## config.mk

```make
export PLATFORM = sky130hd
export DESIGN_NAME = shape_rx_flat
export DESIGN_NICKNAME = d
export VERILOG_FILES = /design/src/rtl/shape_pkg.sv /design/src/rtl/shape_rx_if.sv /design/src/rtl/shape_rx_acc.sv /design/src/rtl/shape_rx.sv /design/src/flat_wrapper.sv
export SDC_FILE = /design/constraint.sdc
export NUM_CORES = 1
export LEC_CHECK = 0
export CORE_ASPECT_RATIO = 0.5
export CORE_MARGIN = 4
export CORE_UTILIZATION = 40
export DETAILED_ROUTE_END_ITERATION = 10
export PLACE_DENSITY_LB_ADDON = 0.08
export SKIP_LAST_GASP = 1
export SYNTH_ARGS = -nofsm -noshare
export SYNTH_HDL_FRONTEND = slang
export SYNTH_HIERARCHICAL = 1
export SYNTH_SLANG_ARGS = --single-unit
export TNS_END_PERCENT = 1
```

## constraint.sdc

```tcl
create_clock -name clk -period 6.2 [get_ports clk]
set_input_delay 1.24 -clock clk [delete_from_list [all_inputs] [get_ports clk]]
set_output_delay 1.24 -clock clk [all_outputs]
set_load 0.02 [all_outputs]
```

## src/rtl/shape_pkg.sv

```systemverilog
// Shared constants and types for the shape transmit/receive pair.
// Both ends import this so sample width, SPS and state encoding stay in step.
package shape_pkg;

    localparam int unsigned SAMPLE_W    = 32;
    localparam int unsigned SPS_DEFAULT = 16;
    localparam int unsigned ACC_W       = SAMPLE_W + $clog2(SPS_DEFAULT);

    typedef enum logic {
        ACQ,
        TRACK
    } state_t;

    // One bit wider than the sample so that |-2^31| = 2^31 is representable.
    function automatic logic [SAMPLE_W:0] mag(input logic [SAMPLE_W-1:0] v);
        logic [SAMPLE_W:0] e;
        e = {v[SAMPLE_W-1], v};
        return e[SAMPLE_W] ? (~e + {{SAMPLE_W{1'b0}}, 1'b1}) : e;
    endfunction

endpackage

```

## src/rtl/shape_rx_if.sv

```systemverilog
// Sample-in / symbol-out bundle for shape_rx.
// master drives the samples and consumes symbols; slave is the receiver.
interface shape_rx_if;
    import shape_pkg::*;

    logic [SAMPLE_W-1:0] xin;
    logic [SAMPLE_W-1:0] yin;
    logic [SAMPLE_W-1:0] xout;
    logic [SAMPLE_W-1:0] yout;
    logic                xbit;
    logic                ybit;
    logic                valid;
    logic                locked;

    modport master (
        output xin, yin,
        input  xout, yout, xbit, ybit, valid, locked
    );

    modport slave (
        input  xin, yin,
        output xout, yout, xbit, ybit, valid, locked
    );

endinterface

```

## src/rtl/shape_rx_acc.sv

```systemverilog
// Integrate-and-dump accumulator for one channel.
// sym_mag is the magnitude of the symbol that a dump on this cycle would produce.
module shape_rx_acc
    import shape_pkg::*;
#(
    parameter int unsigned SPS = SPS_DEFAULT
) (
    input  logic                clk,
    input  logic                rst,
    input  logic [SAMPLE_W-1:0] sample,
    input  logic                load,
    input  logic                add,
    input  logic                dump,
    output logic [SAMPLE_W-1:0] sym,
    output logic [SAMPLE_W:0]   sym_mag
);

    localparam int unsigned SHIFT = $clog2(SPS);
    localparam int unsigned AW    = SAMPLE_W + SHIFT;

    logic signed [AW-1:0]  acc_q, acc_d;
    logic signed [AW-1:0]  sample_ext;
    logic signed [AW-1:0]  sum;
    logic [SAMPLE_W-1:0]   sym_next;

    always_comb begin
        sample_ext = {{SHIFT{sample[SAMPLE_W-1]}}, sample};
        sum        = acc_q + sample_ext;
        // Arithmetic shift floors toward -inf; the result always fits SAMPLE_W.
        sym_next   = SAMPLE_W'(sum >>> SHIFT);
        sym_mag    = mag(sym_next);
    end

    always_comb begin
        acc_d = acc_q;
        if (load) begin
            acc_d = sample_ext;
        end else if (add) begin
            acc_d = sum;
        end else if (dump) begin
            acc_d = '0;
        end
    end

    always_ff @(posedge clk or posedge rst) begin
        if (rst) begin
            acc_q <= '0;
            sym   <= '0;
        end else begin
            acc_q <= acc_d;
            if (dump) begin
                sym <= sym_next;
            end
        end
    end

endmodule

```

## src/rtl/shape_rx.sv

```systemverilog
// Matched-filter receiver for the shape pulse shaper: acquires symbol timing from the
// first strong sample, dumps one averaged I/Q symbol per SPS samples, drops lock when idle.
module shape_rx
    import shape_pkg::*;
#(
    parameter int unsigned        SPS       = SPS_DEFAULT,
    parameter logic [SAMPLE_W-1:0] THRESH   = 32'd16384,
    parameter int unsigned        LOSS_SYMS = 8
) (
    input  logic       clk,
    input  logic       rst,
    shape_rx_if.slave  bus
);

    localparam int unsigned CW = $clog2(SPS);
    localparam int unsigned WW = $clog2(LOSS_SYMS + 1);

    localparam logic [CW-1:0]     LAST      = CW'(SPS - 1);
    localparam logic [WW-1:0]     WEAK_LAST = WW'(LOSS_SYMS - 1);
    localparam logic [SAMPLE_W:0] ACQ_THR   = {1'b0, THRESH};
    localparam logic [SAMPLE_W:0] WEAK_THR  = {1'b0, THRESH >> CW};

    state_t          state_q, state_d;
    logic [CW-1:0]   cnt_q, cnt_d;
    logic [WW-1:0]   weak_q, weak_d;
    logic            valid_q, valid_d;
    logic            load, add, dump;
    logic            trig, weak_sym;
    logic [SAMPLE_W:0] x_sym_mag, y_sym_mag;

    shape_rx_acc #(.SPS(SPS)) u_acc_x (
        .clk     (clk),
        .rst     (rst),
        .sample  (bus.xin),
        .load    (load),
        .add     (add),
        .dump    (dump),
        .sym     (bus.xout),
        .sym_mag (x_sym_mag)
    );

    shape_rx_acc #(.SPS(SPS)) u_acc_y (
        .clk     (clk),
        .rst     (rst),
        .sample  (bus.yin),
        .load    (load),
        .add     (add),
        .dump    (dump),
        .sym     (bus.yout),
        .sym_mag (y_sym_mag)
    );

    assign trig     = (mag(bus.xin) >= ACQ_THR) || (mag(bus.yin) >= ACQ_THR);
    assign weak_sym = (x_sym_mag < WEAK_THR) && (y_sym_mag < WEAK_THR);

    always_ff @(posedge clk or posedge rst) begin
        if (rst) begin
            state_q <= ACQ;
            cnt_q   <= '0;
            weak_q  <= '0;
            valid_q <= 1'b0;
        end else begin
            state_q <= state_d;
            cnt_q   <= cnt_d;
            weak_q  <= weak_d;
            valid_q <= valid_d;
        end
    end

    always_comb begin
        state_d = state_q;
        cnt_d   = cnt_q;
        weak_d  = weak_q;
        valid_d = 1'b0;
        load    = 1'b0;
        add     = 1'b0;
        dump    = 1'b0;
        unique case (state_q)
            ACQ: begin
                if (trig) begin
                    load    = 1'b1;
                    cnt_d   = CW'(1);
                    state_d = TRACK;
                end
            end
            TRACK: begin
                if (cnt_q == LAST) begin
                    dump    = 1'b1;
                    cnt_d   = '0;
                    valid_d = 1'b1;
                    if (!weak_sym) begin
                        weak_d = '0;
                    end else if (weak_q == WEAK_LAST) begin
                        // The symbol is still emitted; lock drops on this same edge.
                        weak_d  = '0;
                        state_d = ACQ;
                    end else begin
                        weak_d = weak_q + WW'(1);
                    end
                end else if (cnt_q == '0) begin
                    load  = 1'b1;
                    cnt_d = CW'(1);
                end else begin
                    add   = 1'b1;
                    cnt_d = cnt_q + CW'(1);
                end
            end
            default: state_d = ACQ;
        endcase
    end

    always_comb begin
        bus.locked = (state_q == TRACK);
        bus.valid  = valid_q;
        bus.xbit   = bus.xout[SAMPLE_W-1];
        bus.ybit   = bus.yout[SAMPLE_W-1];
    end

endmodule
```

## src/flat_wrapper.sv

```systemverilog
// flat-port wrapper written by rule: the top's interface ports become plain ports
module shape_rx_flat import shape_pkg::*;
#(
    parameter int unsigned        SPS       = SPS_DEFAULT,
    parameter logic [SAMPLE_W-1:0] THRESH   = 32'd16384,
    parameter int unsigned        LOSS_SYMS = 8
)
  (clk, rst, bus_xin, bus_yin, bus_xout, bus_yout, bus_xbit, bus_ybit, bus_valid, bus_locked);
  shape_rx_if bus_i ();
  input  logic clk;
  input  logic rst;
  input wire logic [$bits(bus_i.xin)-1:0] bus_xin;
  input wire logic [$bits(bus_i.yin)-1:0] bus_yin;
  output wire logic [$bits(bus_i.xout)-1:0] bus_xout;
  output wire logic [$bits(bus_i.yout)-1:0] bus_yout;
  output wire logic [$bits(bus_i.xbit)-1:0] bus_xbit;
  output wire logic [$bits(bus_i.ybit)-1:0] bus_ybit;
  output wire logic [$bits(bus_i.valid)-1:0] bus_valid;
  output wire logic [$bits(bus_i.locked)-1:0] bus_locked;
  assign bus_i.xin = bus_xin;
  assign bus_i.yin = bus_yin;
  assign bus_xout = bus_i.xout;
  assign bus_yout = bus_i.yout;
  assign bus_xbit = bus_i.xbit;
  assign bus_ybit = bus_i.ybit;
  assign bus_valid = bus_i.valid;
  assign bus_locked = bus_i.locked;
  shape_rx #(.SPS(SPS), .THRESH(THRESH), .LOSS_SYMS(LOSS_SYMS)) u_core (.clk(clk), .rst(rst), .bus(bus_i));
endmodule
```

# ---- Word level (Yosys, flattened, before mapping)
# Index checks and enable logic that the tools add are counted.
dict set report totals {
  input_bits 66
  register_bits 146
}
dict set report classes {
  reduce_logical 5
  muxes 28
  eq_ne 3
  addsub 8
  n_lt_le_gt_ge 4
  n_bitwise 5
}
# op count
set op_table {}
lappend op_table {{$mux W36} 5}
lappend op_table {{$add A33 B1 Y33 const B} 4}
lappend op_table {{$mux W33} 4}
lappend op_table {{$not A33 Y33} 4}
lappend op_table {{$add A36 B32 Y36} 2}
lappend op_table {{$ge A33 B15 Y1 const B} 2}
lappend op_table {{$lt A33 B11 Y1 const B} 2}
lappend op_table {{$mux W4} 5}
lappend op_table {{$mux W1} 11}
lappend op_table {{$add A4 B1 Y4 const B} 2}
lappend op_table {{$pmux W4 S2} 1}
lappend op_table {{$eq A4 B3 Y1 const B} 1}
lappend op_table {{$eq A4 B4 Y1 const B} 1}
lappend op_table {{$logic_not A4 Y1} 1}
lappend op_table {{$pmux W1 S2} 2}
lappend op_table {{$reduce_bool A3 Y1} 1}
lappend op_table {{$ne A2 B1 Y1 const B} 1}
lappend op_table {{$reduce_and A2 Y1} 1}
lappend op_table {{$logic_and A1 B1 Y1} 1}
lappend op_table {{$logic_or A1 B1 Y1} 1}
lappend op_table {{$not A1 Y1} 1}

# ---- Longest topological paths before layout
# Gate-level depths: netlist of run 1.
dict set report logic_depth {
  word_depth 9
  mapped_depth 22
}

# ---- By module
# Netlist of run 1, hierarchy kept.
# module area_each_um2 cells_each instances
set modules_own_cells {}
lappend modules_own_cells {shape_rx_acc 6073.3 717 2}
lappend modules_own_cells {shape_rx 2234.6 325 1}

# ---- Worst setup path before layout of run 1
# Ideal clock, no wire load.
dict set report synth_timing {
  kind {in2reg}
  start {input port bus_yin[0]}
  end {register u_core.weak_q[3]}
  cell_stages 22
  required_ns 6.105
  slack_ns 0.729
  path_buffers 1
  t_arrival_ns 5.376
  path_cell_list {ha_1 inv_1 fa_1 nand2b_1 a21o_4 a2111oi_4 o211ai_2 and4b_1 buf_6 nor4_4 nand3b_4 nor4_4 a21oi_2 xor2_1 nor4_1 nand4_1 or3_1 nor2_1 o21ai_0 nor2b_1 o21ai_0 o31ai_1}
}
dict set report synth_between {
  elab_chain_cells 7
}
# item line
set synth_lines {}
lappend synth_lines {{start: declaration} flat_wrapper.sv:13} ;# input wire logic [$bits(bus_i.yin)-1:0] bus_yin;
lappend synth_lines {{$add A36 B32 Y36 (*)} shape_rx_acc.sv:28} ;# sum = acc_q + sample_ext;
lappend synth_lines {{$not A33 Y33} shape_pkg.sv:18} ;# return e[SAMPLE_W] ? (~e + {{SAMPLE_W{1'b0}}, 1'b1}) : e;
lappend synth_lines {{$add A33 B1 Y33} shape_pkg.sv:18}
lappend synth_lines {{$mux W33 (*)} shape_pkg.sv:18}
lappend synth_lines {{named net u_core.y_sym_mag[29]} shape_rx.sv:29} ;# logic [SAMPLE_W:0] x_sym_mag, y_sym_mag;
lappend synth_lines {{$lt A33 B11 Y1 (*)} shape_rx.sv:54} ;# assign weak_sym = (x_sym_mag < WEAK_THR) && (y_sym_mag < WEAK_THR);
lappend synth_lines {{$logic_and A1 B1 Y1 (*)} shape_rx.sv:54}
lappend synth_lines {{$mux W4 (*)} shape_rx.sv:91} ;# if (!weak_sym) begin
lappend synth_lines {{end signal: assignment} shape_rx.sv:65} ;# weak_q <= weak_d;
lappend synth_lines {{end: declaration} shape_rx.sv:25} ;# logic [WW-1:0] weak_q, weak_d;
# Mark *: on every way through the listed nets, which the timed path passes. The rest lies on a longest branch.
# A chain may end at the register's enable or synchronous reset.

# ---- Worst setup path after layout of run 1
dict set report layout_timing {
  start {input port bus_xin[0]}
  end {register u_core.weak_q[3]}
}
dict set report layout_between {
  elab_chain_cells 7
}
# item line
set layout_lines {}
lappend layout_lines {{start: declaration} flat_wrapper.sv:12} ;# input wire logic [$bits(bus_i.xin)-1:0] bus_xin;
lappend layout_lines {{$add A36 B32 Y36 (*)} shape_rx_acc.sv:28}
lappend layout_lines {{$not A33 Y33} shape_pkg.sv:18}
lappend layout_lines {{$add A33 B1 Y33} shape_pkg.sv:18}
lappend layout_lines {{$mux W33 (*)} shape_pkg.sv:18}
lappend layout_lines {{named net u_core.x_sym_mag[27]} shape_rx.sv:29}
lappend layout_lines {{$lt A33 B11 Y1 (*)} shape_rx.sv:54}
lappend layout_lines {{$logic_and A1 B1 Y1 (*)} shape_rx.sv:54}
lappend layout_lines {{$mux W4 (*)} shape_rx.sv:91}
# Marked as above.

==> results.cfg, run 1 <==
[run_status]
status = complete, no violations

[clocking]
cts_max_level = 4
insertion_delay_ps = 470
cts_tree = built
cts.sinks = 146
clockBufferDepth = 2
cts_root_buf = clkbuf_16
path_clk_slew_ps = 70
cts_buffers = 17

[yosys]
synth_area_per_cell_um2 = 8.210
syn-cell-area_mm2 = 0.01408
synthCells = 1715
ys.warnings.count = 6
synth_nets = 1860

[detailed_routing]
drc = 0
drtAntennaViolNets = 0
initialDrtViolationCount = 1397
vias = 15019
vias_per_cell = 5.885
dr.pass1.iters = 5
wl_mm = 51.61
post_drt_wl_per_cell_um = 20.22

[timing]
drv_slew = 0
setup_viol = 0
fin_tns_setup_ps = 0
rsz0062_at_grt = false
min_period_ps = 5933
period_share = 0.9569
worstMarginPinSlew_ps = 918.6
clock.fmax_ghz = 0.1686
hold_viol = 0
worst_clock_skew_ps = 20.12
slew_headroom = 0.3876

[min_path]
holdPathEnd = u_core/u_acc_x/sym[9]$_DFFE_PP0P_
hold_start = u_core/u_acc_x/sym[9]$_DFFE_PP0P_
hold_path_depth = 2
hp-class = flip-flop to flip-flop

[critical_path]
cpPeakStageDelay_ps = 480
crit_type = primary input to flip-flop
cp.arrival_ps = 6290
cp_slowest_cell = clkdlybuf4s50_1
critPathMaxFanout = 4
timing.rr.start = u_core/u_acc_x/acc_q[0]$_DFFE_PP0P_
cp_common_cell = nor4_4
reg2reg_slack_ps = 1160
r2r_end = u_core/weak_q[3]$_DFFE_PP0P_
crit_start = bus_xin[0]
worstPathCellList = clkdlybuf4s50_1, ha_1, inv_1, fa_1, nand2b_1, a21o_4, a2111oi_4, buf_4, o211ai_2, and4b_1, nor4_4, nand3b_4, nor4_4, a21oi_2, xor2_1, nor4_4, nand4_1, or3_4, nor2_1, o21ai_1, nor2b_1, o21ai_0, o31ai_1
start_kind = primary input
cp.required_ps = 6560
critPathCaptureType = flip-flop
r2r_cells = 22

[placed_design]
place_congestion = 0.9821
port_buffers = 133
dpl.hpwl_mm = 40.79
dpl_cell_area_mm2 = 0.01780

[finish]
fin_area_mm2 = 0.01848
area.growth.synth_to_final_pct = 31.26
utilization = 0.5343
fin_nets = 2209
antenna_cells = 0
drive_above_1_share = 0.2321
fillers = 3319

[grt]
grt_overflow = 0
grt_pass1_wl_mm = 81.87
grt_max_degree = 69
grt_util_all_layers = 0.2672
antenna_found_initial = 1
grt_pass1_vias = 14707

[floorplan]
die_area_mm2 = 0.03845
core_area_mm2 = 0.03459
start_util = 0.4070
rows = 48
io_pins = 134
fp.dieH_um = 140.7
die_w_um = 273.3

[power]
power_density_mw_per_mm2 = 634.8
p_leak_uw = 0.007696
worst_ir_drop_vdd_mv = 0.2808

[flow_run]
maxCapViolCount = 0
report_power, final:
group	internal, µW	total [µW]	switching [µW]
logic	3990	8980	4990
clock network	544	1050	504
registers	1440	1700	265
total	5980	11700	5760
stage by stage:
step	hold WS [ps]	total power, µW	setup WS, ps	std cells
after CTS	495.8	11480	39.84	2549
after detailed placement	477.7	10340	-572.5	2517
after floorplan	462.5	6775	728.6	1715
after global routing	522.7	12560	32.72	2552
final	492.5	11730	267.1	2552
after global placement	468.2	10220	-434.2	2517
final cells by class:
class / instances / area, µm² / area share
multi-input cells: 1407 / 9833 / 0.5320
inverters: 64 / 241.5 / 0.01307
repair buffers: 428 / 3583 / 0.1939
clock buffers: 18 / 439.2 / 0.02376
clock inverters: 14 / 137.6 / 0.007447
flip-flops and latches: 146 / 3654 / 0.1977
well taps: 475 / 594.3 / 0.03216
worst max-delay path, delay by kind of cell:
kind | cells | cell delay, ps
simple gates | 10 | 2440
compound gates | 7 | 1030
buf+inv | 3 | 740
fa+ha+maj | 2 | 620
xor+xnor | 1 | 190
layout by cell type (no fill, tap or decap), types with 34 or more instances in the layout:
cell	n
inv_1	60
xnor2_1	40
a22oi_1	34
buf_4	292
nor3_1	52
nand2_1	166
nand3_1	44
xor2_1	48
dfrtp_1	146
clkdlybuf4s50_1	133
a21oi_1	154
o21ai_0	114
nor2_1	127
ha_1	77
mux2_2	58
state kept, by name (all words and copies together), names as in the netlist:
name                  count
u_core/u_acc_x/acc_q     36
u_core/u_acc_y/acc_q     36
u_core/u_acc_x/sym       32
u_core/u_acc_y/sym       32
u_core/cnt_q              4
u_core/weak_q             4
u_core/bus.locked         1
u_core/bus.valid          1
routing by layer:
| layer | global-route usage | routed length, µm | up-vias |
|---|---|---|---|
| met5 | 0 | 11 | - |
| met4 | 0.07015 | 946 | 2 |
| met3 | 0.04881 | 3668 | 73 |
| met2 | 0.4128 | 22530 | 575 |
| met1 | 0.3855 | 24450 | 7229 |
| li1 | - | - | 7140 |
worst max-delay path by stage:
stage	end	depth (start not counted)
after floorplan	u_core/weak_q[3]$_DFFE_PP0P_	22
after global placement	u_core/weak_q[3]$_DFFE_PP0P_	23
after detailed placement	u_core/weak_q[3]$_DFFE_PP0P_	23
after CTS	u_core/weak_q[3]$_DFFE_PP0P_	23
after global routing	u_core/weak_q[3]$_DFFE_PP0P_	26
final	u_core/weak_q[3]$_DFFE_PP0P_	23
what timing repair did:
item | CTS | global route
buffers inserted | 0 | 3
endpoints found under the setup margin | 1 | 4
resized for setup | 1 | 14
hold buffers | 0 | 0
pin swaps | 0 | 10
Note: power is estimated with default switching activity, not from simulation.
==> inputs of run 2 (changes only) <==
Settings changed: CORE_UTILIZATION 40 to 50.
==> results.cfg, run 2 (synthesis results as in run 1) <==
[timing]
drv_slew = 0
hold_viol = 0
worst_clock_skew_ps = 15.75
period_share = 0.9834
min_period_ps = 6097
fin_tns_setup_ps = 0
worstMarginPinSlew_ps = 918.8
slew_headroom = 0.3874
clock.fmax_ghz = 0.1640
setup_viol = 0

[grt]
grt_pass1_wl_mm = 79.50
antenna_found_initial = 0
grt_max_degree = 69
grt_pass1_vias = 14837
grt_util_all_layers = 0.3162
grt_overflow = 0

[power]
intPower_uw = 6012
worst_ir_drop_vdd_mv = 0.3849
p_leak_uw = 0.007613
power_switching_uw = 5590
p_comb_frac = 0.756
power_density_mw_per_mm2 = 637.1
p_sw_frac = 0.4818
power_uw = 11600
power_frac_seq = 0.148
clkPwrFrac = 0.096

[detailed_routing]
vias_per_cell = 6.203
drtAntennaViolNets = 0
initialDrtViolationCount = 1281
post_drt_wl_per_cell_um = 20.20
dr.pass1.iters = 6
drc = 0
vias = 15116
wl_mm = 49.23

[floorplan]
rows = 43
fp.dieH_um = 126.7
die_area_mm2 = 0.03107
die_w_um = 245.3
start_util = 0.5082
core_area_mm2 = 0.02771
io_pins = 134

[critical_path]
cp.arrival_ps = 6450
start_kind = primary input
r2r_cells = 22
crit_type = primary input to flip-flop
critPathMaxFanout = 4
r2r_end = u_core/weak_q[3]$_DFFE_PP0P_
cp.required_ps = 6560
reg2reg_slack_ps = 1010
timing.rr.start = u_core/u_acc_x/acc_q[0]$_DFFE_PP0P_
critPathCaptureType = flip-flop

[flow_run]
maxCapViolCount = 0

[finish]
fin_nets = 2187
top_regs = u_core/u_acc_x/acc_q: 36 flops, u_core/u_acc_y/acc_q: 36 flops
area.growth.synth_to_final_pct = 29.33
final_cells = 2437
fillers = 2359
drive_above_1_share = 0.2243
mostFrequentLayoutCells = 272 x buf_4, 166 x nand2_1, 153 x a21oi_1
antenna_cells = 0
layout_commonest_cell = buf_4

[clocking]
clockBufferDepth = 2
cts_buffers = 17
cts_tree = built
cts_max_level = 4
cts.sinks = 146
path_clk_slew_ps = 70
cts_root_buf = clkbuf_16
insertion_delay_ps = 450
hold_buffers = 0

[min_path]
hold_path_depth = 2
holdPathEnd = u_core/u_acc_y/sym[2]$_DFFE_PP0P_
hold_start = u_core/u_acc_y/sym[2]$_DFFE_PP0P_
hp-class = flip-flop to flip-flop

[placed_design]
port_buffers = 133
place_inst = 2404
place_congestion = 0.9885
dpl.hpwl_mm = 38.69

[run_status]
status = complete, no violations
run 2: cell types whose count changed in the layout (fill, tap and decap cells not counted), sizes merged:
cell / delta
bufinv: +3
clkbuf: -1
clkinvlp: -1
inv: -1
buf: -22
run 2: per-stage QoR:
step                      cell area (µm²)  utilization  hold WS, ps  setup slack, ps
final                               18210       0.6573        487.2            102.8
after global routing                18210       0.6573        516.9           -16.79
after CTS                           18140       0.6548        488.3            60.61
after detailed placement            17510       0.6319        473.1           -730.1
after global placement              17510       0.6319        467.1           -615.4
after floorplan                     14080            -        462.5            728.6
run 2: area by class of cell:
class | instances | area (µm²) | area share
inverters | 64 | 240.2 | 0.01319
clock buffers | 17 | 425.4 | 0.02336
multi-input cells | 1407 | 9827 | 0.5396
repair buffers | 406 | 3393 | 0.1863
clock inverters | 15 | 193.9 | 0.01065
well taps | 382 | 478.0 | 0.02625
flip-flops and latches | 146 | 3654 | 0.2006
run 2: power by group through the flow:
| stage | clock network, µW | registers (µW) | logic, µW |
|---|---|---|---|
| finish | 1110 | 1710 | 8770 |
| global route | 1180 | 1770 | 9440 |
| CTS | 1130 | 1710 | 8530 |
| detailed placement | 0 | 1720 | 8440 |
| global placement | 0 | 1700 | 8300 |
| floorplan | 0 | 1920 | 4850 |
run 2: metal layers:
layer	global-route usage	vias to the layer above	share of wire
met5	0	-	0
met4	0.1170	0	0.033
met3	0.04436	113	0.070
met2	0.5039	633	0.45
met1	0.4408	7293	0.45
li1	-	7077	-
run 2: worst max path at each step:
stage                     from                            to  cells past startpoint
floorplan           bus_yin[0]  u_core/weak_q[3]$_DFFE_PP0P_                     22
global placement    bus_xin[0]  u_core/weak_q[3]$_DFFE_PP0P_                     23
detailed placement  bus_xin[0]  u_core/weak_q[3]$_DFFE_PP0P_                     23
CTS                 bus_xin[0]  u_core/weak_q[3]$_DFFE_PP0P_                     23
global route        bus_xin[0]  u_core/weak_q[3]$_DFFE_PP0P_                     23
finish              bus_xin[0]  u_core/weak_q[3]$_DFFE_PP0P_                     23
run 2: critical path, cell delays in order:
cell	delay, ps
clkdlybuf4s50_1	490
ha_1	180
inv_1	60
fa_1	420
nand2b_1	230
a21o_4	250
a2111oi_4	340
buf_4	190
nor3_4	60
a21oi_2	190
nor4_4	70
or4_4	540
nor4_4	360
a21oi_2	110
xor2_1	160
nor4_1	310
nand4_1	230
or3_4	460
nor2_2	110
o21ai_1	120
nor2b_1	150
o21ai_0	100
o31ai_1	80
run 2: timing repair:
item,in CTS,in global routing
pin swaps,0,11
setup endpoints to repair,4,4
gates resized for setup,2,13
setup buffers,0,1
